`src/rtl/wb_pkg.sv`:
```
// Shared defaults and types for the writeback register file and its scoreboard.
package wb_pkg;

    localparam int WB_XLEN  = 32;
    localparam int WB_NREGS = 32;

    // Index width for a given register count; never narrower than one bit.
    function automatic int wb_aw(input int nregs);
        return (nregs > 1) ? $clog2(nregs) : 1;
    endfunction

    localparam int WB_AW = wb_aw(WB_NREGS);

    typedef struct packed {
        logic               valid;
        logic [WB_AW-1:0]   rd;
        logic               sel_mem;
        logic [WB_XLEN-1:0] mem_data;
        logic [WB_XLEN-1:0] alu_data;
    } wb_chan_t;

endpackage

```
`src/rtl/wb_scoreboard.sv`:
```
// Busy-bit scoreboard: issue sets a destination pending, commit clears it.
module wb_scoreboard import wb_pkg::*; #(
    parameter int NREGS = WB_NREGS,
    parameter int NWB   = 2,
    parameter int NRP   = 2,
    parameter int AW    = wb_aw(NREGS)
) (
    input  logic              clk,
    input  logic              reset,
    input  logic              stall,
    input  logic              iss_valid,
    input  logic [AW-1:0]     iss_rd,
    input  logic [NWB-1:0]    commit,
    input  logic [NWB*AW-1:0] wb_rd,
    input  logic [NRP*AW-1:0] rd_addr,
    output logic [NRP-1:0]    rd_busy,
    output logic [NREGS-1:0]  busy_vec
);

    logic [NREGS-1:0] busy_q;
    logic [NREGS-1:0] busy_d;
    logic             set_en;
    logic [AW-1:0]    raddr;

    // Clears are applied first so a same-cycle issue to the same index wins.
    always_comb begin
        set_en = iss_valid && !stall && (iss_rd != '0) && (32'(iss_rd) < NREGS);
        busy_d = busy_q;
        for (int unsigned i = 0; i < NWB; i++) begin
            if (commit[i]) begin
                busy_d[wb_rd[i*AW +: AW]] = 1'b0;
            end
        end
        if (set_en) begin
            busy_d[iss_rd] = 1'b1;
        end
    end

    always_comb begin
        rd_busy = '0;
        raddr   = '0;
        for (int unsigned j = 0; j < NRP; j++) begin
            raddr      = rd_addr[j*AW +: AW];
            rd_busy[j] = (raddr != '0) && (32'(raddr) < NREGS) && busy_q[raddr];
            for (int unsigned i = 0; i < NWB; i++) begin
                if (commit[i] && (wb_rd[i*AW +: AW] == raddr)) begin
                    rd_busy[j] = 1'b0;
                end
            end
        end
    end

    always_ff @(posedge clk or posedge reset) begin
        if (reset) begin
            busy_q <= '0;
        end else begin
            busy_q <= busy_d;
        end
    end

    assign busy_vec = busy_q;

endmodule

```
`src/rtl/wb_regfile.sv`:
```
// Multi-channel writeback register file with same-cycle bypass and busy scoreboard.
module wb_regfile import wb_pkg::*; #(
    parameter int XLEN  = WB_XLEN,
    parameter int NREGS = WB_NREGS,
    parameter int NWB   = 2,
    parameter int NRP   = 2
) (
    input  logic                           clk,
    input  logic                           reset,
    input  logic                           stall,
    input  logic [NWB-1:0]                 wb_valid,
    input  logic [NWB*wb_aw(NREGS)-1:0]    wb_rd,
    input  logic [NWB-1:0]                 wb_sel_mem,
    input  logic [NWB*XLEN-1:0]            wb_mem_data,
    input  logic [NWB*XLEN-1:0]            wb_alu_data,
    input  logic                           iss_valid,
    input  logic [wb_aw(NREGS)-1:0]        iss_rd,
    input  logic [NRP*wb_aw(NREGS)-1:0]    rd_addr,
    output logic [NRP*XLEN-1:0]            rd_data,
    output logic [NRP-1:0]                 rd_busy,
    output logic [NREGS-1:0]               busy_vec
);

    localparam int AW = wb_aw(NREGS);

    logic [XLEN-1:0] regs_q [NREGS];
    logic [XLEN-1:0] regs_d [NREGS];
    logic [XLEN-1:0] wdata  [NWB];
    logic [AW-1:0]   wrd    [NWB];
    logic [NWB-1:0]  commit;
    logic [AW-1:0]   raddr;
    logic [XLEN-1:0] rval;

    // Index 0 and out-of-range indices never commit, so they stay zero.
    always_comb begin
        for (int unsigned i = 0; i < NWB; i++) begin
            wrd[i]    = wb_rd[i*AW +: AW];
            wdata[i]  = wb_sel_mem[i] ? wb_mem_data[i*XLEN +: XLEN]
                                      : wb_alu_data[i*XLEN +: XLEN];
            commit[i] = wb_valid[i] && !stall && !reset &&
                        (wrd[i] != '0) && (32'(wrd[i]) < NREGS);
        end
    end

    always_comb begin
        regs_d = regs_q;
        for (int unsigned i = 0; i < NWB; i++) begin
            if (commit[i]) begin
                regs_d[wrd[i]] = wdata[i];
            end
        end
    end

    always_ff @(posedge clk or posedge reset) begin
        if (reset) begin
            regs_q <= '{default: '0};
        end else begin
            regs_q <= regs_d;
        end
    end

    // Ascending channel scan lets the highest-numbered committing channel win the bypass.
    always_comb begin
        rd_data = '0;
        raddr   = '0;
        rval    = '0;
        for (int unsigned j = 0; j < NRP; j++) begin
            raddr = rd_addr[j*AW +: AW];
            rval  = '0;
            if (32'(raddr) < NREGS) begin
                rval = regs_q[raddr];
            end
            for (int unsigned i = 0; i < NWB; i++) begin
                if (commit[i] && (wrd[i] == raddr)) begin
                    rval = wdata[i];
                end
            end
            if (reset) begin
                rval = '0;
            end
            rd_data[j*XLEN +: XLEN] = rval;
        end
    end

    wb_scoreboard #(
        .NREGS (NREGS),
        .NWB   (NWB),
        .NRP   (NRP),
        .AW    (AW)
    ) u_scoreboard (
        .clk       (clk),
        .reset     (reset),
        .stall     (stall),
        .iss_valid (iss_valid),
        .iss_rd    (iss_rd),
        .commit    (commit),
        .wb_rd     (wb_rd),
        .rd_addr   (rd_addr),
        .rd_busy   (rd_busy),
        .busy_vec  (busy_vec)
    );

endmodule

```
`config.mk`:
```
export PLATFORM = sky130hd
export DESIGN_NAME = wb_regfile
export DESIGN_NICKNAME = d
export VERILOG_FILES = /design/src/rtl/wb_pkg.sv /design/src/rtl/wb_scoreboard.sv /design/src/rtl/wb_regfile.sv
export SDC_FILE = /design/constraint.sdc
export NUM_CORES = 2
export LEC_CHECK = 0
export BUFFER_PORTS_ARGS = -buffer_cell sky130_fd_sc_hd__buf_4
export CORE_ASPECT_RATIO = 1.1
export CORE_MARGIN = 3
export CORE_UTILIZATION = 29
export CTS_CLUSTER_SIZE = 12
export DETAILED_ROUTE_END_ITERATION = 8
export PLACE_DENSITY_LB_ADDON = 0.1
export SYNTH_ARGS = -nofsm -noshare
export SYNTH_HDL_FRONTEND = slang
export SYNTH_SLANG_ARGS = --single-unit
export TNS_END_PERCENT = 100
```
`constraint.sdc`:
```
create_clock -name clk -period 39 [get_ports clk]
set_input_delay 11.7 -clock clk [delete_from_list [all_inputs] [get_ports clk]]
set_output_delay 11.7 -clock clk [all_outputs]
set_load 0.05 [all_outputs]
```
* Word level (Yosys, flattened, before mapping) *
Cells that the tools add are included.

operators by class
  order comparisons = 14
  equality and inequality tests = 4
  multiplexer cells = 39
  bitwise operators = 9
  reductions and logical operators = 26

operators by type and width
  cell                                                               number
  bitwise mux 1024 bit                                               2
  two-way mux 1024 bit                                               2
  two-way mux 32 bit                                                 17
  binary-select mux 32 bit (select 5 bit)                            2
  demux 32 bit (select 5 bit)                                        2
  AND 32 bit                                                         2
  NOT 32 bit                                                         2
  OR 32 bit                                                          1
  less-than comparator 5 x 6 -> 1 bit, second input constant         5
  nonzero test 5 bit                                                 5
  greater-or-equal comparator 6 bit, second input constant           4
  NOT 5 -> 6 bit                                                     4
  equality test 5 bit                                                4
  logical AND 1 bit                                                  19
  demux 1 bit (select 5 bit)                                         3
  greater-or-equal comparator 5 x 1 -> 1 bit, second input constant  3
  less-than comparator 6 x 1 -> 1 bit, second input constant         2
  binary-select mux 1 bit (select 5 bit)                             2
  two-way mux 1 bit                                                  9
  zero test 1 bit                                                    2

word-level totals
  register bits = 1056
  output and inout bits = 98
  word-level logic and storage cells = 125

* Depth between registers and ports, before layout *
  word-level depth = 11
  mapped depth = 10
  mapped depth without buffers = 5

* Modules after synthesis *
A second synthesis with hierarchy kept.

unflattened totals
  cells, all modules = 7372
  area total of the unflattened synthesis = 66799.1 um^2

by module, submodules not included
  module         times used  cells an instance  area each (um^2)  seq. area each (um^2)
  wb_regfile     1           7131               64321.7           25624.6
  wb_scoreboard  1           241                2477.4            800.8

* Worst setup path before layout *
Ideal clock, no wire load.

  path type = input-to-output
  from = in rd_addr[0]
  to = out rd_data[22]
  data arrival time = 14.112 ns
  slack = 13.188 ns
  cell stages on the path = 10
  path through = buf_2 buf_6 buf_2 xnor2_1 nand3_1 nor4_1 clkbuf_1 clkbuf_1 a21oi_1 a21oi_1

between the ends
  longest elaborated chain between the ends = 7
  elaborated cells on any way between the ends = 11

ends and longest elaborated chain
  what                                                    line              RTL
  start: declaration                                      wb_regfile.sv:18  input logic [NRP*wb_aw(NREGS)-1:0] rd_addr,
  NOT 5 -> 6 bit (not written as such)                    wb_regfile.sv:71  rval = regs_q[raddr];
  binary-select mux 32 bit (select 5 bit)                 wb_regfile.sv:71
  two-way mux 32 bit (not written as such) (2 in series)  wb_regfile.sv:71
  two-way mux 32 bit                                      wb_regfile.sv:74  if (commit[i] && (wrd[i] == raddr)) begin
  two-way mux 32 bit *                                    wb_regfile.sv:74
  two-way mux 32 bit *                                    wb_regfile.sv:78  if (reset) begin
  end: declaration                                        wb_regfile.sv:19  output logic [NRP*XLEN-1:0] rd_data,

Every way passes the cells marked *; elsewhere a longest branch is shown, timed or not. The select of a mux whose other input is x is not followed.

* Final worst setup path *
  from = in rd_addr[5]
  to = out rd_data[57]

Same word-level chain as after synthesis.

==> results.md <==
* Reg2reg end: u_scoreboard.busy_vec[19]
* Reg2reg setup slack at 37.97 ns
* Worst VDD drop at 0.0503 mV
* Slew HR at 16.2%
* GR Util All Layers at 29.0%
* Num Clock Sinks at 1056
* Buffers and inverters on the worst path at 5
* Initial DRC count at 7004
* Final #Nets at 7398
* Initial Util at 29.2%
* Critical path endpoint: rd_data[57]
* MaxCap Viol Count at 0
* Setup CP Type: in2out
* Worst-margin pin slew at 1.25 ns
* Final wirelength at 347000 um
* Crit. Startpoint: rd_addr[5]
* Post-synth ARST share at 100%
* Reg-to-Reg Start: u_scoreboard.busy_vec[19]
* Startpoint Class: primary input
* Final ANT Viol Nets at 0
* PostCTS Resize Cnt at 0
* Outcome: complete, no violations
* Via-to-Cell Ratio at 5.83
* Clock slew at reported path FFs at 0.05 ns
* Cells after DPL at 10100
* Setup violations, final at 0
* Design area at 75000 um^2
* Most frequent cells in the layout: 1365 x nand2_1, 1258 x o21ai_0, 1056 x dfrtp_1
* CP max FO at 62
* Die area at 234000 um^2
* RSZ-0062 raised after global routing: no
* Share of cells above drive strength 1 at 16.5%
* IO Count at 259
* First-pass GRT wire length at 480000 um
* Chip Height at 507 um
* Mapped cell area at 66200 um^2
* Syn avg cell area at 8.75 um^2
* Final period util at 72.7%
* Synth Register Bits at 1056
* Die width at 462 um
* Final Max Tran Viols at 0
* Arrival @ worst endpoint at 16.67 ns
* Cells on worst reg2reg path at 2
* Final GP Congestion at 0.809
* Grt ovf at 0
* Syn_nets at 7731
* Worst path depth at 10
* CP cell instances: buf_8 > buf_4 > buf_4 > buf_4 > mux4_2 > a22o_1 > a2111oi_0 > nor4_1 > o22a_1 > buf_4
* Unique masters post-synth at 57
* Power Dens Cells at 46.3 nW/um^2
* Hold/Removal Path Class: reg2reg
* Post-route setup TNS at 0 ns
* Root buffer cell: clkbuf_16
* Placed Area at 70400 um^2
* Post-route clock skew at 0 ns
* Row Count at 183
* P&R area growth vs syn at 13.3%
* CTS tree: done
* Master of the slowest instance on the critical path: buf_4
* Post-synth top flop: dfrtp_1
* Cts bufs inserted at 142
* Drt wl/cell at 33.6 um
* CP Capture Type: output pin
* Req. time, crit path at 27.30 ns
* Commonest non-fill, non-tap cell in the layout: nand2_1
* Via Count at 60000
* Vias in the first global route at 57500
* Post-CTS Setup Bufs at 0
* Worst skew pair latency at 0.79 ns
* Syn Inst Count at 7570
* Hold Vio Cnt, Final at 0
* CTS Buffer Depth at 3
* Drt first pass iters at 6
* Port Buffers at 258
* Initial antenna violation count at 11
* CORE AREA at 227000 um^2
* F_max at 35.3 MHz
* CTS Hold Bufs at 0
* Fin cells at 10300
* Final min period at 28.37 ns
* Cell family with most CP delay: buffers and inverters
* DP Wirelength at 196000 um
* Slowest stage delay, CP at 0.81 ns
* Most common cell on crit path: buf_4
* Lkg Pwr at 29.4 nW
* Register area share after synthesis at 39.9%
* Pwr Total at 0.00347 W
* Worst Hold Slack at 0.391 ns
* H-tree depth at 4
* Post-synth EDFFs at 0
* Syn. warnings at 0
* Fill cell count at 23100
* Largest net degree at the start of global routing at 170
* # DRC at 0
[metal layers]
| metal | vias up | part of all wire (%) | global-route usage (%) |
|---|---|---|---|
| met1 | 30300 | 41 | 37.4 |
| met4 | 6 | 5.0 | 12.8 |
| li1 | 26200 | - | - |
| met2 | 2832 | 47 | 47.5 |
| met5 | - | 0.011 | 0 |
| met3 | 652 | 7.1 | 5.22 |
[synth_stat cells (all sizes together), types with 6 or more instances]
cell | count | area, um^2
nand2 | 1365 | 5120
o21ai | 1358 | 6800
dfrtp | 1056 | 26400
a21oi | 766 | 3830
clkbuf | 706 | 2660
nor2 | 702 | 2670
mux4 | 402 | 9050
mux2i | 294 | 2940
buf | 219 | 1280
a22o | 94 | 823
o221ai | 64 | 561
o22ai | 64 | 400
a2111oi | 60 | 526
inv | 45 | 169
nor2b | 39 | 244
a211oi | 36 | 270
nor4 | 36 | 225
mux2 | 34 | 383
a2111o | 32 | 360
a22oi | 32 | 240
o22a | 32 | 280
nand3 | 19 | 95.1
and3 | 12 | 75.1
xnor2 | 12 | 105
nor3 | 11 | 55.1
nor3b | 11 | 87.6
o31ai | 11 | 87.6
or3b | 8 | 70.1
xor2 | 8 | 70.1
nand3b | 6 | 45.0
nand4 | 6 | 37.5
[state kept, by name, indices dropped and copies added, names as in the netlist]
signal,flops
regs_q,1024
u_scoreboard.busy_vec,32
[area by class of cell]
class                           count  area (um^2)  area share (%)
Antenna cell                        2         5.00         0.00667
Timing Repair Buffer              448         3490            4.65
Tap cell                         2960         3700            4.94
Multi-Input combinational cell   5544        36600            48.8
Inverter                           45          173           0.230
Clock inverter                     36          329           0.439
Clock buffer                      216         4310            5.75
Sequential cell                  1056        26400            35.2
[stage by stage]
stage | worst slack (ns) | utilization (%)
floorplan | 12.36 | -
global placement | 10.59 | 31.0
detailed placement | 10.54 | 31.0
CTS | 10.53 | 33.1
global route | 10.38 | 33.1
finish | 10.63 | 33.1
[power by group]
group          internal (W)  leakage [nW]  switching (W)
clock              0.000792          2.30       0.000550
sequential          0.00127          14.0       0.000155
combinational      0.000298          13.1       0.000404
total               0.00236          29.4        0.00111
[logic make-up (layout without fill, tap and decap cells)]
kind of cell	count (synthesis)	in the layout	share of synthesized area (%)
xor+xnor	20	20	0.264
other cells	0	2	0
buf+inv	970	745	6.20
simple gates	2237	2237	13.4
mux	730	730	18.7
flops	1056	1056	39.9
compound gates	2557	2557	21.5
[worst reg2reg max path, delay by kind of cell, from the launching register on]
kind            cells  cell delay, ns
flops               1            0.60
buf+inv             1            0.07
compound gates      1            0.26
[how the worst min path moves through the flow]
| stage | from | depth (start not counted) | end | slack, ns |
|---|---|---|---|---|
| after global routing | regs_q[1022] | 0 | regs_q[1022] | 0.40 |
| after floorplan | regs_q[1000] | 1 | regs_q[1000] | 0.44 |
| after detailed placement | regs_q[1007] | 0 | regs_q[1007] | 0.38 |
| final | regs_q[1022] | 0 | regs_q[1022] | 0.39 |
| after global placement | regs_q[1023] | 0 | regs_q[1023] | 0.38 |
| after CTS | regs_q[1021] | 0 | regs_q[1021] | 0.40 |
(Power assumes the default switching activity.)
